## src/rtl/awb_stats_pkg.sv

```systemverilog
`default_nettype none
// ============================================================================
//  Module      : awb_stats_pkg
//  Description : Shared types and width helpers for the AWB statistics
//                collector: FSM state encoding, RGB pixel layout and the
//                derived pixel-count / channel-sum widths.
//  Revision    : 1.0  initial release
// ============================================================================
package awb_stats_pkg;

    // Collector control states.
    typedef enum logic [1:0] {
        WAIT_SOF = 2'd0,
        ACCUM    = 2'd1,
        DRAIN    = 2'd2,
        PUBLISH  = 2'd3
    } fsm_e;

    // Component width of the default 8-bit pixel layout.
    localparam int PX_W = 8;

    // One pixel as it sits in a lane of the RGB bus: b in the MSBs, r in the LSBs.
    typedef struct packed {
        logic [PX_W-1:0] b;
        logic [PX_W-1:0] g;
        logic [PX_W-1:0] r;
    } rgb_px_t;

    // Width able to hold a count of every pixel in a maximum-size frame.
    function automatic int cnt_w_f(input int hres, input int vres);
        return $clog2(hres * vres + 1);
    endfunction

    // Per-channel sum width: a full frame of saturated pixels never overflows.
    function automatic int sum_w_f(input int pw, input int hres, input int vres);
        return pw + cnt_w_f(hres, vres);
    endfunction

endpackage
`default_nettype wire

```

## src/rtl/awb_stats_lane_sum.sv

```systemverilog
`default_nettype none
// ============================================================================
//  Module      : awb_stats_lane_sum
//  Description : First pipeline stage for one colour channel. Adds the
//                components of all lanes whose mask bit is set and
//                registers the result.
//  Ports       : clk, rst   - clock, synchronous active-high reset
//                i_mask     - per-lane include mask
//                i_comp     - lane k component at [k*PW +: PW]
//                o_sum      - registered masked lane sum
//  Revision    : 1.0  initial release
// ============================================================================
module awb_stats_lane_sum #(
    parameter  int PW   = 8,
    parameter  int PCNT = 2,
    localparam int LS_W = PW + $clog2(PCNT) + 1
) (
    input  logic              clk,
    input  logic              rst,
    input  logic [PCNT-1:0]   i_mask,
    input  logic [PCNT*PW-1:0] i_comp,
    output logic [LS_W-1:0]   o_sum
);

    logic [LS_W-1:0] w_sum;

    always_comb begin
        w_sum = '0;
        for (int k = 0; k < PCNT; k++) begin
            if (i_mask[k]) begin
                w_sum = w_sum + LS_W'(i_comp[k*PW +: PW]);
            end
        end
    end

    always_ff @(posedge clk) begin
        if (rst) begin
            o_sum <= '0;
        end else begin
            o_sum <= w_sum;
        end
    end

endmodule
`default_nettype wire

```

## src/rtl/awb_stats.sv

```systemverilog
`default_nettype none
// ============================================================================
//  Module      : awb_stats
//  Description : Per-frame white-balance statistics collector. Sums R, G, B
//                and counts pixels inside a programmable ROI, publishing the
//                totals with a one-cycle o_stats_valid pulse at each vsync
//                rising edge (3 cycles after vsync is first sampled high).
//  Ports       : i_pclk, i_rst          - pixel clock, sync active-high reset
//                i_vsync/i_hsync/i_de   - video timing (i_hsync unused)
//                i_valid, i_rgb         - beat qualifier and PCNT-lane pixels
//                i_roi_x0/x1/y0/y1      - inclusive ROI bounds (per frame)
//                o_sum_r/g/b, o_pix_cnt - last published totals
//                o_clip_cnt             - last published clipped-pixel count
//                o_stats_valid          - one-cycle publish strobe
//  Config      : AWB_STATS_CLIP_EXCL_EN - exclude ROI pixels with any
//                saturated component from the sums and count them instead.
//  Revision    : 1.0  initial release
// ============================================================================
module awb_stats
    import awb_stats_pkg::*;
#(
    parameter  int PW       = 8,
    parameter  int PCNT     = 2,
    parameter  int MAX_HRES = 3840,
    parameter  int MAX_VRES = 2160,
    localparam int X_W      = $clog2(MAX_HRES),
    localparam int Y_W      = $clog2(MAX_VRES),
    localparam int CNT_W    = cnt_w_f(MAX_HRES, MAX_VRES),
    localparam int SUM_W    = sum_w_f(PW, MAX_HRES, MAX_VRES)
) (
    input  logic                   i_pclk,
    input  logic                   i_rst,
    input  logic                   i_vsync,
    input  logic                   i_hsync,
    input  logic                   i_de,
    input  logic                   i_valid,
    input  logic [PW*PCNT*3-1:0]   i_rgb,
    input  logic [X_W-1:0]         i_roi_x0,
    input  logic [X_W-1:0]         i_roi_x1,
    input  logic [Y_W-1:0]         i_roi_y0,
    input  logic [Y_W-1:0]         i_roi_y1,
    output logic [SUM_W-1:0]       o_sum_r,
    output logic [SUM_W-1:0]       o_sum_g,
    output logic [SUM_W-1:0]       o_sum_b,
    output logic [CNT_W-1:0]       o_pix_cnt,
    output logic [CNT_W-1:0]       o_clip_cnt,
    output logic                   o_stats_valid
);

    localparam int LS_W = PW + $clog2(PCNT) + 1;
    localparam int PC_W = $clog2(PCNT + 1);

    logic w_unused_hsync;
    assign w_unused_hsync = i_hsync;

    // ---------------------------------------------------------------- timing
    logic            r_vs_d, r_de_d;
    logic [X_W-1:0]  r_x_cnt, r_x0, r_x1;
    logic [Y_W-1:0]  r_y_cnt, r_y0, r_y1;
    logic            w_vs_rise, w_de_fall, w_beat, w_row_in;

    assign w_vs_rise = i_vsync & ~r_vs_d;
    assign w_de_fall = r_de_d & ~i_de;
    assign w_beat    = i_de & i_valid & ~i_vsync;
    assign w_row_in  = (r_y_cnt >= r_y0) && (r_y_cnt <= r_y1);

    // ROI shadows are loaded only at frame start so mid-frame writes wait a frame.
    always_ff @(posedge i_pclk) begin
        if (i_rst) begin
            r_vs_d  <= 1'b0;
            r_de_d  <= 1'b0;
            r_x_cnt <= '0;
            r_y_cnt <= '0;
            r_x0    <= '0;
            r_x1    <= '0;
            r_y0    <= '0;
            r_y1    <= '0;
        end else begin
            r_vs_d <= i_vsync;
            r_de_d <= i_de;
            if (w_vs_rise) begin
                r_x_cnt <= '0;
                r_y_cnt <= '0;
                r_x0    <= i_roi_x0;
                r_x1    <= i_roi_x1;
                r_y0    <= i_roi_y0;
                r_y1    <= i_roi_y1;
            end else if (w_de_fall) begin
                r_x_cnt <= '0;
                r_y_cnt <= r_y_cnt + 1'b1;
            end else if (w_beat) begin
                r_x_cnt <= r_x_cnt + X_W'(PCNT);
            end
        end
    end

    // ------------------------------------------------------- lane masking (S1)
    logic [PCNT-1:0]    w_incl, w_sum_mask;
    logic [PCNT*PW-1:0] w_r, w_g, w_b;

    for (genvar k = 0; k < PCNT; k++) begin : g_lane
        logic [X_W:0] w_col;
        assign w_col = {1'b0, r_x_cnt} + (X_W+1)'(k);
        assign w_incl[k] = w_beat && w_row_in &&
                           (w_col >= {1'b0, r_x0}) && (w_col <= {1'b0, r_x1});
        assign w_r[k*PW +: PW] = i_rgb[k*3*PW        +: PW];
        assign w_g[k*PW +: PW] = i_rgb[k*3*PW + PW   +: PW];
        assign w_b[k*PW +: PW] = i_rgb[k*3*PW + 2*PW +: PW];
    end

`ifdef AWB_STATS_CLIP_EXCL_EN
    logic [PCNT-1:0] w_clip;
    for (genvar k = 0; k < PCNT; k++) begin : g_clip
        assign w_clip[k] = w_incl[k] && ((w_r[k*PW +: PW] == {PW{1'b1}}) ||
                                         (w_g[k*PW +: PW] == {PW{1'b1}}) ||
                                         (w_b[k*PW +: PW] == {PW{1'b1}}));
    end
    assign w_sum_mask = w_incl & ~w_clip;
`else
    assign w_sum_mask = w_incl;
`endif

    logic [PC_W-1:0] w_pix_n, r_s1_pix;
    always_comb begin
        w_pix_n = '0;
        for (int k = 0; k < PCNT; k++) begin
            w_pix_n = w_pix_n + PC_W'(w_sum_mask[k]);
        end
    end

    always_ff @(posedge i_pclk) begin
        if (i_rst) begin
            r_s1_pix <= '0;
        end else begin
            r_s1_pix <= w_pix_n;
        end
    end

    logic [LS_W-1:0] w_s1_r, w_s1_g, w_s1_b;

    awb_stats_lane_sum #(.PW(PW), .PCNT(PCNT)) u_sum_r (
        .clk(i_pclk), .rst(i_rst), .i_mask(w_sum_mask), .i_comp(w_r), .o_sum(w_s1_r));
    awb_stats_lane_sum #(.PW(PW), .PCNT(PCNT)) u_sum_g (
        .clk(i_pclk), .rst(i_rst), .i_mask(w_sum_mask), .i_comp(w_g), .o_sum(w_s1_g));
    awb_stats_lane_sum #(.PW(PW), .PCNT(PCNT)) u_sum_b (
        .clk(i_pclk), .rst(i_rst), .i_mask(w_sum_mask), .i_comp(w_b), .o_sum(w_s1_b));

    // ------------------------------------------------------------------- FSM
    fsm_e r_state, w_state_nx;
    logic r_drain, w_drain_nx;

    always_ff @(posedge i_pclk) begin
        if (i_rst) begin
            r_state <= WAIT_SOF;
            r_drain <= 1'b0;
        end else begin
            r_state <= w_state_nx;
            r_drain <= w_drain_nx;
        end
    end

    // Two DRAIN cycles let the last pre-vsync beat clear S1 and S2 before publish.
    always_comb begin
        w_state_nx = r_state;
        w_drain_nx = 1'b0;
        case (r_state)
            WAIT_SOF: if (w_vs_rise) w_state_nx = ACCUM;
            ACCUM:    if (w_vs_rise) w_state_nx = DRAIN;
            DRAIN: begin
                if (r_drain) begin
                    w_state_nx = PUBLISH;
                end else begin
                    w_drain_nx = 1'b1;
                end
            end
            PUBLISH:  w_state_nx = ACCUM;
            default:  w_state_nx = WAIT_SOF;
        endcase
    end

    // ---------------------------------------------------- accumulators (S2)
    // Held at zero until the first frame start so a partial frame is discarded.
    // On PUBLISH the accumulators restart from the beat arriving that cycle.
    logic             w_acc_clr;
    logic [SUM_W-1:0] r_acc_r, r_acc_g, r_acc_b;
    logic [CNT_W-1:0] r_acc_pix;

    assign w_acc_clr = (r_state == PUBLISH);

    always_ff @(posedge i_pclk) begin
        if (i_rst || r_state == WAIT_SOF) begin
            r_acc_r   <= '0;
            r_acc_g   <= '0;
            r_acc_b   <= '0;
            r_acc_pix <= '0;
        end else begin
            r_acc_r   <= (w_acc_clr ? '0 : r_acc_r)   + SUM_W'(w_s1_r);
            r_acc_g   <= (w_acc_clr ? '0 : r_acc_g)   + SUM_W'(w_s1_g);
            r_acc_b   <= (w_acc_clr ? '0 : r_acc_b)   + SUM_W'(w_s1_b);
            r_acc_pix <= (w_acc_clr ? '0 : r_acc_pix) + CNT_W'(r_s1_pix);
        end
    end

    // --------------------------------------------------------------- outputs
    logic [SUM_W-1:0] r_out_r, r_out_g, r_out_b;
    logic [CNT_W-1:0] r_out_pix;
    logic             r_valid;

    always_ff @(posedge i_pclk) begin
        if (i_rst) begin
            r_out_r   <= '0;
            r_out_g   <= '0;
            r_out_b   <= '0;
            r_out_pix <= '0;
            r_valid   <= 1'b0;
        end else begin
            r_valid <= w_acc_clr;
            if (w_acc_clr) begin
                r_out_r   <= r_acc_r;
                r_out_g   <= r_acc_g;
                r_out_b   <= r_acc_b;
                r_out_pix <= r_acc_pix;
            end
        end
    end

    assign o_sum_r       = r_out_r;
    assign o_sum_g       = r_out_g;
    assign o_sum_b       = r_out_b;
    assign o_pix_cnt     = r_out_pix;
    assign o_stats_valid = r_valid;

`ifdef AWB_STATS_CLIP_EXCL_EN
    logic [PC_W-1:0]  w_clip_n, r_s1_clip;
    logic [CNT_W-1:0] r_acc_clip, r_out_clip;

    always_comb begin
        w_clip_n = '0;
        for (int k = 0; k < PCNT; k++) begin
            w_clip_n = w_clip_n + PC_W'(w_clip[k]);
        end
    end

    always_ff @(posedge i_pclk) begin
        if (i_rst) begin
            r_s1_clip  <= '0;
            r_out_clip <= '0;
        end else begin
            r_s1_clip <= w_clip_n;
            if (w_acc_clr) begin
                r_out_clip <= r_acc_clip;
            end
        end
    end

    always_ff @(posedge i_pclk) begin
        if (i_rst || r_state == WAIT_SOF) begin
            r_acc_clip <= '0;
        end else begin
            r_acc_clip <= (w_acc_clr ? '0 : r_acc_clip) + CNT_W'(r_s1_clip);
        end
    end

    assign o_clip_cnt = r_out_clip;
`else
    assign o_clip_cnt = '0;
`endif

endmodule
`default_nettype wire

```

## config.mk

```make
export PLATFORM = sky130hd
export DESIGN_NAME = awb_stats
export DESIGN_NICKNAME = d
export VERILOG_FILES = /design/src/rtl/awb_stats_pkg.sv /design/src/rtl/awb_stats_lane_sum.sv /design/src/rtl/awb_stats.sv
export SDC_FILE = /design/constraint.sdc
export NUM_CORES = 1
export LEC_CHECK = 0
export CORE_AREA = 2 2 198 200
export DETAILED_ROUTE_END_ITERATION = 10
export DIE_AREA = 0 0 200 202
export DONT_BUFFER_PORTS = 1
export MAX_ROUTING_LAYER = met4
export PLACE_DENSITY_LB_ADDON = 0.05
export SYNTH_ARGS = -nofsm -noshare
export SYNTH_HDL_FRONTEND = slang
export SYNTH_HIERARCHICAL = 1
export SYNTH_SLANG_ARGS = --single-unit
```

## constraint.sdc

```tcl
create_clock -name i_pclk -period 3.9 [get_ports i_pclk]
set_input_delay 0.585 -clock i_pclk [delete_from_list [all_inputs] [get_ports i_pclk]]
set_output_delay 0.585 -clock i_pclk [all_outputs]
set_load 0.01 [all_outputs]
```

==> impl_metrics.json <==
{
  "slowest_stage": "or4_1",
  "crit_required_ns": 4.38,
  "placed_cell_area_sq_um": 17500,
  "synth_top_family_by_area": "simple AND/OR/NAND/NOR gates",
  "drc": 0,
  "ios": 242,
  "synth_area_per_cell_sq_um": 8.70,
  "synthToLayoutAreaGrowth_pct": 10.8,
  "final_util_pct": 49.3,
  "numCtsBuffers": 40,
  "ys_warn_count": 6,
  "seq_area_frac_synth_pct": 39.7,
  "r2r-end": "u_sum_b/o_sum[7]",
  "clkTransAtPathRegs_ns": 0.06,
  "numClockSinks": 338,
  "die_w_um": 200,
  "antenna_found_initial": 1,
  "via_per_inst": 5.16,
  "tightest_slew_ns": 1.01,
  "yosysUniqueCellTypes": 72,
  "layout.nets": 2161,
  "multiInputGateArea_sq_um": 9600,
  "post-route-min-period_ns": 3.68,
  "core_area_sq_um": 38300,
  "clock_latency_ns": 0.56,
  "fin_area_sq_um": 18900,
  "grt_use_total_pct": 20.1,
  "yosys-top-cells-area": "dfxtp_1 40%, ha_1 8.2%, mux2i_1 7.4%",
  "async_reset_ff_share_pct": 0,
  "synth.cell_area_sq_um": 17000,
  "start_util_pct": 44.5,
  "ys.flop_type": "dfxtp_1",
  "hold_viol": 0,
  "skew_ns": 0.0209,
  "finalWirelength_um": 39700,
  "dieArea_sq_um": 40400,
  "wl_per_cell_um": 15.9,
  "crit_path_frequent_cell": "ha_1",
  "grt_max_degree": 211,
  "cts.path.max_buffers": 3,
  "fmaxAchievable_ghz": 0.272,
  "drtIter0Drc": 553,
  "dp_hpwl_um": 28000,
  "num_vias": 12900,
  "cts_tree": "built",
  "relSlewSlack_pct": 32.3,
  "hold_class": "input pin to register",
  "root_buffer": "clkbuf_16",
  "cp_max_fo": 8,
  "gp_congestion": 0.845,
  "p_leak_nw": 7.19,
  "regArea_sq_um": 6770,
  "die_h_um": 202,
  "crit_type": "register to register",
  "yosys.area_share.simple_pct": 21.6,
  "r2r-start": "r_y_cnt[0]",
  "critPathCapture": "u_sum_b/o_sum[7]",
  "peakVddDrop_mv": 0.306,
  "cp-end-kind": "register",
  "ys_ff_latch": 338,
  "n_fill_cell": 3743,
  "max_stage_delay_ns": 0.51,
  "status": "finished, final reports clean",
  "finalCritPeriodShare_pct": 94.3,
  "port_buffers": 0,
  "synth_cells": 1957,
  "antenna_left": 0,
  "overflow": 0,
  "htreeDepth": 2,
  "rows": 72,
  "synth-edff-count": 0,
  "max_cap_viol_count": 0,
  "p_per_area_nw_per_um2": 438,
  "synth_compound_area_share_pct": 12.9,
  "grt_pass1_vias": 12300,
  "r2r_slack_ns": 0.22,
  "maxSlewViolCount": 0,
  "critPathArrivalTime_ns": 4.16,
  "cp-start-kind": "register",
  "synth_top_area_share_pct": 39.7,
  "worstSetupStartpoint": "r_y_cnt[0]",
  "postCtsHoldBufs": 0,
  "synth_xor_area_share_pct": 4.47,
  "synth_fa_ha_area_share_pct": 9.05,
  "synthMuxAreaShare_pct": 7.40,
  "rsz0062_at_grt": "yes",
  "first_pass_iters": 4,
  "final-setup-viol-count": 0,
  "synth_area_leader_cell": "dfxtp_1",
  "drive_gt1_share_pct": 7.45,
  "cp_cell_sequence": "inv_1 -> ha_1 -> nand2b_1 -> a31oi_1 -> nor3_2 -> o221ai_1 -> a211o_1 -> nor3_4 -> buf_4 -> and2_1 -> ha_1 -> a21oi_2 -> a211oi_1 -> or4_1 -> nand3_1",
  "rr_worst_depth": 15,
  "grt_pass1_wl_um": 64100
}
[state kept, by name, indices dropped and copies added, names as in the netlist, 23 cells and up]
name,cells
o_sum_g,31
r_acc_r,31
r_acc_b,31
o_sum_r,31
o_pix_cnt,23
r_acc_pix,23
o_sum_b,31
r_acc_g,31
[routing by layer]
layer  GRT usage (%)  wire length (um)  part of all wire [%]
met4            4.21               626                   1.6
met1            26.0             19000                    48
met5               -                 0                     0
met3            5.67              2460                   6.2
met2            31.3             17600                    44
[what timing repair did]
action,CTS,global route
buffers inserted,0,1
setup endpoints to repair,0,15
resized for setup,0,8
[metrics by stage]
stage | setup TNS (ns) | worst slack [ns] | total power [mW] | hold WS [ns] | instances
after global placement | 0 | 0.109 | 4.57 | 0.442 | 2415
final | 0 | 0.223 | 8.27 | 0.116 | 2492
after CTS | 0 | 0.0917 | 8.40 | 0.0845 | 2489
after floorplan | 0 | 0.115 | 4.35 | 0.436 | 1979
after detailed placement | 0 | 0.124 | 4.57 | 0.443 | 2415
after global routing | -0.00662 | -0.00417 | 8.64 | 0.0802 | 2491
[placed cells by master (no fill, tap or decap), types with 28 or more instances in the layout]
master,instances
xor2_1,28
nor2_1,288
mux2i_1,126
and2_1,32
o21ai_0,49
nand3_1,33
nor2b_1,66
nand2_1,187
a21oi_1,125
clkbuf_16,41
a211oi_1,36
ha_1,111
inv_1,79
dfxtp_1,337
xnor2_1,59
[cell families (layout without fill, tap and decap cells)]
family / count (synthesis) / in the layout
and+or+nand+nor: 765 / 765
DFF: 338 / 338
AOI/OAI and AO/OA: 333 / 333
buffers and inverters: 185 / 178
muxes: 126 / 126
adders and majority gates: 119 / 119
xor gates and xnor gates: 87 / 87
other: 4 / 28
[layout make-up]
type | instances | share of cell area (%)
Antenna cell | 2 | 0.0265
Clock buffer | 64 | 6.58
Multi-Input combinational cell | 1456 | 50.8
Sequential cell | 338 | 35.8
Timing Repair Buffer | 25 | 1.13
Clock inverter | 10 | 0.583
Inverter | 79 | 1.57
Tap cell | 518 | 3.43
[Yosys cell counts, drive strengths merged (7+ instances only)]
cell	number
dfxtp	338
nor2	288
nand2	188
a21oi	130
mux2i	126
ha	112
inv	79
nor2b	68
xnor2	59
clkbuf	55
buf	51
o21ai	51
a211oi	38
nand3	33
and2	32
xor2	28
nand4	26
nand2b	25
nor3	25
a21o	18
and3	15
or3	14
a31oi	13
o21a	13
or4	13
nor3b	10
o211ai	10
a211o	9
a2111oi	7
a31o	7
fa	7
[critical path, delay by kind of cell (launching register included)]
family	cells	cell delay (ns)
simple gates	6	1.36
flops	1	0.39
compound gates	5	1.00
buf+inv	2	0.29
fa+ha+maj	2	0.58
[how the worst min path moves through the flow]
stage | depth (start not counted) | startpoint | end
CTS | 1 | i_rst | o_sum_r[14]
finish | 1 | i_rst | o_sum_r[18]
floorplan | 2 | r_x0[10] | r_x0[10]
detailed placement | 2 | r_x0[4] | r_x0[4]
global placement | 2 | r_x1[8] | r_x1[8]
global route | 1 | i_rst | o_sum_r[14]
[power breakdown]
part / total (mW) / internal, mW / switching [mW]
Combinational: 0.936 / 0.312 / 0.625
Sequential: 3.55 / 3.51 / 0.0405
Clock: 3.78 / 2.32 / 1.47
Power figures use the tool's default switching activity.
